**src/rtl/rf_write_arbiter.sv**
```systemverilog
// Shares the register-file write port between in-order writeback (A) and a buffered long-latency result path (B).
// Optional macro RF_ARB_BYPASS_EN: forward buffered B data to decode instead of raising busy.
module rf_write_arbiter #(
  parameter int DATA_WIDTH = 64,
  parameter int REG_ADDR_W = 5,
  parameter int DEPTH      = 4,
  parameter int MAX_WAIT   = 8
) (
  input  logic                  i_clk,
  input  logic                  i_arst,
  input  logic                  i_wb_we,
  input  logic [REG_ADDR_W-1:0] i_wb_addr,
  input  logic [DATA_WIDTH-1:0] i_wb_data,
  output logic                  o_wb_stall,
  input  logic                  i_lu_valid,
  output logic                  o_lu_ready,
  input  logic [REG_ADDR_W-1:0] i_lu_addr,
  input  logic [DATA_WIDTH-1:0] i_lu_data,
  output logic                  o_rf_we,
  output logic [REG_ADDR_W-1:0] o_rf_addr,
  output logic [DATA_WIDTH-1:0] o_rf_data,
  input  logic [REG_ADDR_W-1:0] i_rs1_addr,
  input  logic [REG_ADDR_W-1:0] i_rs2_addr,
  output logic                  o_rs1_busy,
  output logic                  o_rs2_busy,
  output logic                  o_rs1_byp_v,
  output logic [DATA_WIDTH-1:0] o_rs1_byp_d,
  output logic                  o_rs2_byp_v,
  output logic [DATA_WIDTH-1:0] o_rs2_byp_d
);
  localparam int PW = $clog2(DEPTH);
  localparam int CW = PW + 1;
  localparam int WW = $clog2(MAX_WAIT + 1);

  typedef struct packed {
    logic                  vld;
    logic [REG_ADDR_W-1:0] addr;
    logic [DATA_WIDTH-1:0] data;
  } entry_t;

  entry_t          fifo [DEPTH];
  logic [PW-1:0]   rd_ptr, wr_ptr;
  logic [CW-1:0]   count;
  logic [WW-1:0]   wait_cnt;

  entry_t head;
  logic   non_empty, head_v, force_drain, wb_write, drain_v, pop, push;

  assign head        = fifo[rd_ptr];
  // Masked during reset so a stale head never reaches the register file.
  assign non_empty   = (count != '0) && !i_arst;
  assign head_v      = non_empty && head.vld;
  assign force_drain = head_v && (wait_cnt == WW'(MAX_WAIT));
  assign wb_write    = i_wb_we && !force_drain;
  assign drain_v     = head_v && (force_drain || !i_wb_we);
  // Squashed heads leave the queue without needing the write port.
  assign pop         = drain_v || (non_empty && !head.vld);
  assign o_lu_ready  = count < CW'(DEPTH);
  assign push        = i_lu_valid && o_lu_ready && (i_lu_addr != '0);
  assign o_wb_stall  = force_drain && i_wb_we;

  always_comb begin
    o_rf_we   = 1'b0;
    o_rf_addr = '0;
    o_rf_data = '0;
    if (drain_v) begin
      o_rf_we   = 1'b1;
      o_rf_addr = head.addr;
      o_rf_data = head.data;
    end else if (i_wb_we) begin
      o_rf_we   = 1'b1;
      o_rf_addr = i_wb_addr;
      o_rf_data = i_wb_data;
    end
  end

  always_ff @(posedge i_clk) begin
    if (i_arst) begin
      for (int i = 0; i < DEPTH; i++) fifo[i] <= '0;
      rd_ptr   <= '0;
      wr_ptr   <= '0;
      count    <= '0;
      wait_cnt <= '0;
    end else begin
      // A is younger than every buffered B result: kill matching entries (WAW).
      for (int i = 0; i < DEPTH; i++)
        if (wb_write && fifo[i].vld && (fifo[i].addr == i_wb_addr)) fifo[i].vld <= 1'b0;
      if (pop) begin
        fifo[rd_ptr].vld <= 1'b0;
        rd_ptr           <= rd_ptr + 1'b1;
      end
      if (push) begin
        fifo[wr_ptr] <= '{vld: !(wb_write && (i_wb_addr == i_lu_addr)),
                          addr: i_lu_addr, data: i_lu_data};
        wr_ptr       <= wr_ptr + 1'b1;
      end
      count <= count + CW'(push) - CW'(pop);
      if (!head_v || drain_v)               wait_cnt <= '0;
      else if (wait_cnt != WW'(MAX_WAIT))   wait_cnt <= wait_cnt + 1'b1;
    end
  end

  logic [DEPTH-1:0] m1, m2;
  for (genvar g = 0; g < DEPTH; g++) begin : g_match
    assign m1[g] = fifo[g].vld && (fifo[g].addr == i_rs1_addr) && (i_rs1_addr != '0);
    assign m2[g] = fifo[g].vld && (fifo[g].addr == i_rs2_addr) && (i_rs2_addr != '0);
  end

`ifdef RF_ARB_BYPASS_EN
  logic [PW-1:0] idx;
  always_comb begin
    idx         = '0;
    o_rs1_byp_d = '0;
    o_rs2_byp_d = '0;
    // Walk oldest to youngest so the youngest match wins.
    for (int k = 0; k < DEPTH; k++) begin
      idx = rd_ptr + PW'(k);
      if (m1[idx]) o_rs1_byp_d = fifo[idx].data;
      if (m2[idx]) o_rs2_byp_d = fifo[idx].data;
    end
  end
  assign o_rs1_byp_v = |m1;
  assign o_rs2_byp_v = |m2;
  assign o_rs1_busy  = 1'b0;
  assign o_rs2_busy  = 1'b0;
`else
  assign o_rs1_busy  = |m1;
  assign o_rs2_busy  = |m2;
  assign o_rs1_byp_v = 1'b0;
  assign o_rs2_byp_v = 1'b0;
  assign o_rs1_byp_d = '0;
  assign o_rs2_byp_d = '0;
`endif
endmodule

```
**config.mk**
```make
export PLATFORM = sky130hd
export DESIGN_NAME = rf_write_arbiter
export DESIGN_NICKNAME = d
export VERILOG_FILES = /design/src/rtl/rf_write_arbiter.sv
export SDC_FILE = /design/constraint.sdc
export NUM_CORES = 1
export LEC_CHECK = 0
export BUFFER_PORTS_ARGS = -buffer_cell sky130_fd_sc_hd__buf_4
export CORE_ASPECT_RATIO = 1.25
export CORE_MARGIN = 2
export CORE_UTILIZATION = 50
export CTS_CLUSTER_DIAMETER = 120
export DETAILED_ROUTE_END_ITERATION = 7
export HOLD_SLACK_MARGIN = 0.1
export PLACE_DENSITY_LB_ADDON = 0.1
export SLEW_MARGIN = 40
export SYNTH_ARGS = -nofsm -noshare
export SYNTH_HDL_FRONTEND = slang
export SYNTH_SLANG_ARGS = --single-unit
export TNS_END_PERCENT = 10
```
**constraint.sdc**
```tcl
create_clock -name i_clk -period 7.8 [get_ports i_clk]
set_input_delay 0.39 -clock i_clk [delete_from_list [all_inputs] [get_ports i_clk]]
set_output_delay 0.39 -clock i_clk [all_outputs]
set_load 0.03 [all_outputs]
```
### After elaboration in Yosys (flattened, before gate mapping)

Memory sizes are Yosys's and may differ from the RTL's. A register that Yosys moved wholly into a read port is not among the register bits.
Index checks and enable logic that the tools add are counted.

* bits in registers: 11
* memory bits (writable): 280
* input port bits: 152
* output and inout bits: 204
* logic and storage cells: 112
* memories kept: 1

Memories
* fifo: depth 4, width 70, read ports 5, clocked after memory_dff 1, write ports 6, line 41 `entry_t fifo [DEPTH];`

* $add $sub $neg: 5
* magnitude comparators: 1
* equality and inequality tests: 15
* multiplexer cells: 32
* bitwise gates (word level): 4
* reduce and logical (&&, ||, !) cells: 50

Operators by type and width (number)
* two-way mux 64 bit: 2
* equality test 5 bit: 13
* logical AND 1 bit: 34
* two-way mux 1 bit: 26
* nonzero test 5 bit: 3
* two-way mux 5 bit: 2
* OR reduction 4 bit: 2
* logical NOT 1 bit: 6
* adder 2 x 1 -> 2 bit (second input constant): 2
* adder 4 x 1 -> 4 bit (second input constant): 1
* equality test 4 bit (second input constant): 1
* two-way mux 2 bit: 2
* != test 4 bit (second input constant): 1
* bitwise OR 1 bit: 4
* adder 3 x 1 -> 3 bit: 1
* logical OR 1 bit: 3
* less-than comparator 3 bit (second input constant): 1
* nonzero test 3 bit: 1
* subtractor 3 x 1 -> 3 bit: 1
* OR reduction 2 bit: 1

### Depth between registers and ports, before layout

Gate-level depths: netlist of the first run.

* depth after elaboration: 12
* gate-level depth with buffers: 14
* depth with buffers taken out: 13

### Worst setup path before layout of the first run

No wires, ideal clock.

* path kind: input port to flip-flop
* start: input i_arst
* end: memory fifo[0][69] in the netlist's numbering, enable pin
* setup time: 0.321 ns
* data arrival time: 6.369 ns
* data required time: 7.479 ns
* slack: 1.110 ns
* cell stages on the path: 6
* path buffers: 2
* cell sequence: buf_2 inv_1 nand4_1 buf_2 o21ai_0 a221o_1

RTL lines
* start, declared: line 10 `input logic i_arst,`
* end, declared: line 41

==> results of run 1 <==
per-layer routing:
layer / up-vias / part of all wire / routed length [um] / global-route usage
met5: - / 0 / 0 / 0
met4: 0 / 0.020 / 690 / 0.05421
met3: 40 / 0.055 / 1901 / 0.02955
met2: 294 / 0.53 / 18430 / 0.3889
met1: 4550 / 0.39 / 13720 / 0.2621
li1: 4418 / - / - / -
path summary, 6_finish.rpt:
path | from | endpoint | cells past startpoint
max | flop | o_rf_data[14] | 6
min | i_lu_data[21] | fifo[2][21] | 2
max reg2reg | flop | count[2] | 11
min reg2reg | wait_cnt[0] | wait_cnt[0] | 1
sequential cells by signal, summed over array words and instances (netlist names), named ones only:
| register | flops |
|---|---|
| wr_ptr | 2 |
| count | 3 |
| rd_ptr | 2 |
| wait_cnt | 4 |
| fifo | 280 |
power breakdown:
| group | switching (mW) | total (mW) | internal [mW] |
|---|---|---|---|
| clock network | 0.576 | 1.45 | 0.877 |
| logic | 0.627 | 1.12 | 0.497 |
| registers | 0.116 | 2.00 | 1.88 |
logic make-up after synthesis:
logic type	Yosys count	synth area share
buffers and inverters	231	0.09145
AO/OA/AOI/OAI	81	0.02855
multiplexers	71	0.1023
XOR/XNOR	71	0.04008
adder cells (fa/ha/maj)	13	0.01097
AND/OR/NAND/NOR	479	0.1677
flip-flops	293	0.5587
other	1	0.0002417
worst max-delay path: stages (launching register included):
cell     delay (ns)
dfxtp_4        0.69
mux4_2         0.62
nand3_2        0.13
o21a_4         0.53
buf_4          0.62
o21ai_0        0.20
buf_4          0.20
cell usage in the layout, fill, tap and decap left out, drive strengths merged, types with 7 or more instances in the layout:
| cell | synthesis | routed |
|---|---|---|
| edfxtp | 280 | 280 |
| and2 | 276 | 276 |
| buf | 156 | 242 |
| nand2 | 141 | 141 |
| conb | 1 | 130 |
| o21ai | 73 | 73 |
| mux4 | 70 | 70 |
| xor2 | 53 | 53 |
| clkbuf | 59 | 36 |
| xnor2 | 18 | 18 |
| inv | 16 | 16 |
| nor2 | 15 | 15 |
| nand3 | 13 | 13 |
| dfxtp | 13 | 13 |
| nor4 | 12 | 12 |
| ha | 12 | 12 |
| clkinv | 0 | 10 |
| nor3 | 7 | 7 |
repair_timing:
action,in CTS,in global routing
endpoints found under the setup margin,0,0
gates resized for setup,0,0
hold buffers,1,0
endpoints found under the hold margin,7,0
area by class of cell:
cell class,instances,area (um2)
Tap cell,407,509.2
Clock inverter,16,225.2
Multi-Input combinational cell,845,5982
Timing Repair Buffer,243,1861
Clock buffer,36,752.0
Sequential cell,293,8676
Fill cell,2566,12650
Inverter,16,60.06
Antenna cell,1,2.502
metrics by stage:
step	power (mW)	cells
floorplan	2.888	1369
finish	4.574	1857
detailed placement	3.174	1803
global route	4.759	1856
global placement	3.159	1798
CTS	4.621	1856
==> impl_metrics.env, run 1 <==
export IMPL_num_rows=72
export IMPL_ys_flop_type="edfxtp_1"
export IMPL_fmaxAchievable_mhz=247.1
export IMPL_ys_seq_area_frac=0.5587
export IMPL_end_kind="output pin"
export IMPL_r2r_setup_slack_ns=4.57
export IMPL_cts_setup_buffers=0
export IMPL_clkTransAtPathRegs_ns=0.06
export IMPL_critPathMaxFanout=78
export IMPL_maxSlewHeadroom=0.4683
export IMPL_synth_cell_types=38
export IMPL_drc=0
export IMPL_rsz0062_at_grt="no"
export IMPL_yosys_register_bits=293
export IMPL_syn_inst=1240
export IMPL_outcome="complete, no violations"
export IMPL_placement_io_buffers=225
export IMPL_worstSetupPathType="flop to output pin"
export IMPL_layout_drive_gt1_share=0.2526
export IMPL_cts_sinks=293
export IMPL_cts_root_buf="clkbuf_16"
export IMPL_synth_common_cells="280 x edfxtp_1, 276 x and2_1, 141 x nand2_1"
export IMPL_yosys_top_cells_area="edfxtp_1 54%, and2_1 11%, mux4_2 10%"
export IMPL_required_ns=7.41
export IMPL_report_final_setup_viol=0
export IMPL_dpl_hpwl_um=21100
export IMPL_ant_nets=0
export IMPL_die_area_mm2=0.03246
export IMPL_layout_min_cycle_time_ns=4.047
export IMPL_grt_util_all_layers=0.2119
export IMPL_start_util=0.5051
export IMPL_fin_ws_ns=3.753
export IMPL_syn_area_mm2=0.01551
export IMPL_cts_path_max_buffers=3
export IMPL_antenna_found_initial=0
export IMPL_grt_start_max_net_pins=79
export IMPL_yosysMostFrequentCell="edfxtp_1"
export IMPL_synth_top_area_share=0.5419
export IMPL_routed_wl_um=34740
export IMPL_routed_via_density=5.009
export IMPL_finalSetupTns_ns=0
export IMPL_dieHeight_um=200.9
export IMPL_syn_area_per_cell_um2=12.51
export IMPL_synth_edff_count=280
export IMPL_yosys_warnings=0
export IMPL_clock_skew_ns=0.01951
export IMPL_drt_first_pass_iters=5
export IMPL_hold_ws_ns=0.1320
export IMPL_max_cap_violations=0
export IMPL_worst_pin_slew_ns=0.7975
export IMPL_die_width_um=161.6
export IMPL_ir_worst_vdd_mv=0.1749
export IMPL_drt_iter0_drc=578
export IMPL_slew_violations=0
export IMPL_gr_total_overflow=0
export IMPL_placed_cell_area_mm2=0.01707
export IMPL_p_per_area_mw_per_mm2=253.2
export IMPL_ys_async_sr_fraction=0
export IMPL_nets=1592
export IMPL_arrival_ns=3.66
export IMPL_num_io_pins=356
export IMPL_hold_violations=0
export IMPL_cts_tree="built"
export IMPL_numCtsBuffers=28
export IMPL_num_vias=9302
export IMPL_yosysTopAreaCell="edfxtp_1"
export IMPL_crit_path_start_kind="flop"
export IMPL_htree_num_levels=1
export IMPL_wl_per_cell_um=18.71
export IMPL_place_ws_ns=4.289
export IMPL_grt_pass1_wl_um=52830
export IMPL_synthToLayoutAreaGrowth_pct=16.45
export IMPL_final_core_util=0.5881
export IMPL_grt_pass1_vias=9482
export IMPL_post_route_period_util=0.5189
export IMPL_core_area_mm2=0.03072
export IMPL_leakagePower_nw=7.193
export IMPL_worstSkewPairLatency_ns=0.55
export IMPL_stdcell_area_mm2=0.01807
export IMPL_gp_congestion=0.8645
export IMPL_hp_class="primary input to flop"
No activity file was read; power rests on OpenSTA's default activity.
==> run 2, diff against run 1 <==
==> constraint.sdc (replaced) <==
create_clock -name i_clk -period 3.4 [get_ports i_clk]
set_input_delay 0.17 -clock i_clk [delete_from_list [all_inputs] [get_ports i_clk]]
set_output_delay 0.17 -clock i_clk [all_outputs]
set_load 0.03 [all_outputs]
==> run 2 against run 1 <==
  * Final cell count up 3.8%
  * Cell area grew 4.2%
  * Core utilization grew 2.5 points
  * Sequential power rose by 120%
  * Sequential share of layout area shrank 1.9 points
  * Critical endpoint is now o_rf_data[25]
  * Largest cell class unchanged
  * Largest power group unchanged
==> impl_metrics.env, run 2 (synthesis results as in run 1) <==
export IMPL_stdcell_area_mm2=0.01882
export IMPL_num_vias=9623
export IMPL_mostFrequentLayoutCells="280 x edfxtp_1, 276 x and2_1, 231 x buf_4"
export IMPL_antenna_found_initial=1
export IMPL_report_final_setup_viol=0
export IMPL_largest_reg_flops=280
export IMPL_wl_per_cell_um=18.04
export IMPL_clock_skew_ns=0.02137
export IMPL_numCtsBuffers=29
export IMPL_end_kind="output pin"
export IMPL_reg2reg_depth=11
export IMPL_placed_cells_incl_taps=1806
export IMPL_clkPwrFrac=0.292
export IMPL_p_per_area_mw_per_mm2=547.6
export IMPL_post_route_period_util=0.8947
export IMPL_max_cap_violations=0
export IMPL_worstReg2RegStart="fifo[3][69]"
export IMPL_critPathMaxFanout=46
export IMPL_die_area_mm2=0.03246
export IMPL_placement_io_buffers=225
export IMPL_r2r_setup_slack_ns=0.62
export IMPL_swShare=0.2958
export IMPL_arrival_ns=2.87
export IMPL_grt_start_max_net_pins=79
export IMPL_gr_total_overflow=0
export IMPL_final_common_cell="edfxtp_1"
export IMPL_dieHeight_um=200.9
export IMPL_fmaxAchievable_mhz=328.7
export IMPL_routed_wl_um=34770
export IMPL_cts_root_buf="clkbuf_16"
export IMPL_hp_class="primary input to flop"
export IMPL_hold_violations=0
export IMPL_place_ws_ns=0.6233
export IMPL_outcome="complete, no violations"
export IMPL_drc=0
export IMPL_ctsResizeCount=0
export IMPL_core_area_mm2=0.03072
export IMPL_final_core_util=0.6127
export IMPL_worst_pin_slew_ns=0.8175
export IMPL_start_util=0.5051
export IMPL_fillers=2536
export IMPL_n_antenna_cell=0
export IMPL_layout_drive_gt1_share=0.2401
export IMPL_num_io_pins=356
export IMPL_drt_iter0_drc=603
export IMPL_synthToLayoutAreaGrowth_pct=21.31
export IMPL_r2r_end="count[2]"
export IMPL_fin_ws_ns=0.3581
export IMPL_ant_nets=0
export IMPL_cts_sinks=293
export IMPL_largest_register="fifo"
export IMPL_switchingPower_mw=3.049
export IMPL_die_width_um=161.6
export IMPL_finalNonFillerCells=1927
export IMPL_crit_path_start_kind="flop"
export IMPL_power_frac_comb=0.277
export IMPL_cts_path_max_buffers=3
export IMPL_grt_pass1_wl_um=54490
export IMPL_worstSkewPairLatency_ns=0.55
export IMPL_ir_worst_vdd_mv=0.6263
export IMPL_grt_util_all_layers=0.2153
export IMPL_drt_first_pass_iters=5
export IMPL_layout_min_cycle_time_ns=3.042
export IMPL_rsz0062_at_grt="no"
export IMPL_nets=1666
export IMPL_cts_tree="built"
export IMPL_num_rows=72
export IMPL_power_mw=10.31
export IMPL_leakagePower_nw=7.483
export IMPL_htree_num_levels=1
export IMPL_maxSlewHeadroom=0.4550
export IMPL_clkTransAtPathRegs_ns=0.06
export IMPL_internal_power_mw=7.258
export IMPL_seqPwrFrac=0.431
export IMPL_dpl_hpwl_um=20800
export IMPL_grt_pass1_vias=9781
export IMPL_required_ns=3.23
export IMPL_crit_end="o_rf_data[25]"
export IMPL_placed_cell_area_mm2=0.01724
export IMPL_routed_via_density=4.994
export IMPL_slew_violations=0
export IMPL_reg_top3="fifo (280), wait_cnt (4), count (3)"
export IMPL_worstSetupPathType="flop to output pin"
export IMPL_gp_congestion=0.8507
-- run 2: power groups by stage --
| stage | clock network (mW) | logic (mW) | registers [mW] |
|---|---|---|---|
| CTS | 3.06 | 2.92 | 4.45 |
| detailed placement | 0 | 2.84 | 4.53 |
| global placement | 0 | 2.84 | 4.51 |
| global route | 3.21 | 3.11 | 4.48 |
| finish | 3.01 | 2.85 | 4.45 |
| floorplan | 0 | 2.11 | 4.49 |
-- run 2: area by class of cell --
type | instances | area, um2 | area share
repair buffers | 316 | 2725 | 0.1448
flip-flops and latches | 293 | 8676 | 0.4609
inverters | 16 | 60.06 | 0.003191
well taps | 407 | 509.2 | 0.02706
clock buffers | 35 | 748.2 | 0.03975
multi-input cells | 845 | 5978 | 0.3176
clock inverters | 15 | 125.1 | 0.006648
-- run 2: worst min path at each step --
stage | endpoint | cells after the start | start
after CTS | wr_ptr[0] | 4 | i_lu_valid
after detailed placement | count[1] | 2 | i_arst
final | wr_ptr[0] | 4 | i_lu_valid
after floorplan | wait_cnt[1] | 2 | i_wb_we
after global placement | count[1] | 2 | i_arst
after global routing | wr_ptr[1] | 4 | i_lu_valid
-- run 2: critical path, stage by stage, from the launching register on --
cell and delay [ns]:
dfxtp_4 0.34, buf_4 0.63, buf_4 0.49, mux4_2 0.28, nand2_1 0.06, o21ai_0 0.26
buf_4 0.21
-- run 2: repair_timing --
action	4_1_cts	5_1_grt
endpoints found under the hold margin	289	0
buffers inserted	0	0
hold buffers	71	0
-- run 2: metal layers --
layer | vias up | track usage | wire length [um]
li1 | 4569 | - | -
met1 | 4711 | 0.2793 | 14380
met2 | 296 | 0.3819 | 17920
met3 | 45 | 0.03058 | 1776
met4 | 2 | 0.05198 | 677
met5 | - | 0 | 13
-- run 2: metrics by stage --
step           hold WS, ns  setup TNS (ns)
2_1_floorplan       0.3591         -321.23
3_3_place_gp        0.4128               0
3_5_place_dp        0.4180               0
4_1_cts             0.1303               0
5_1_grt             0.1465               0
6_report            0.1306               0
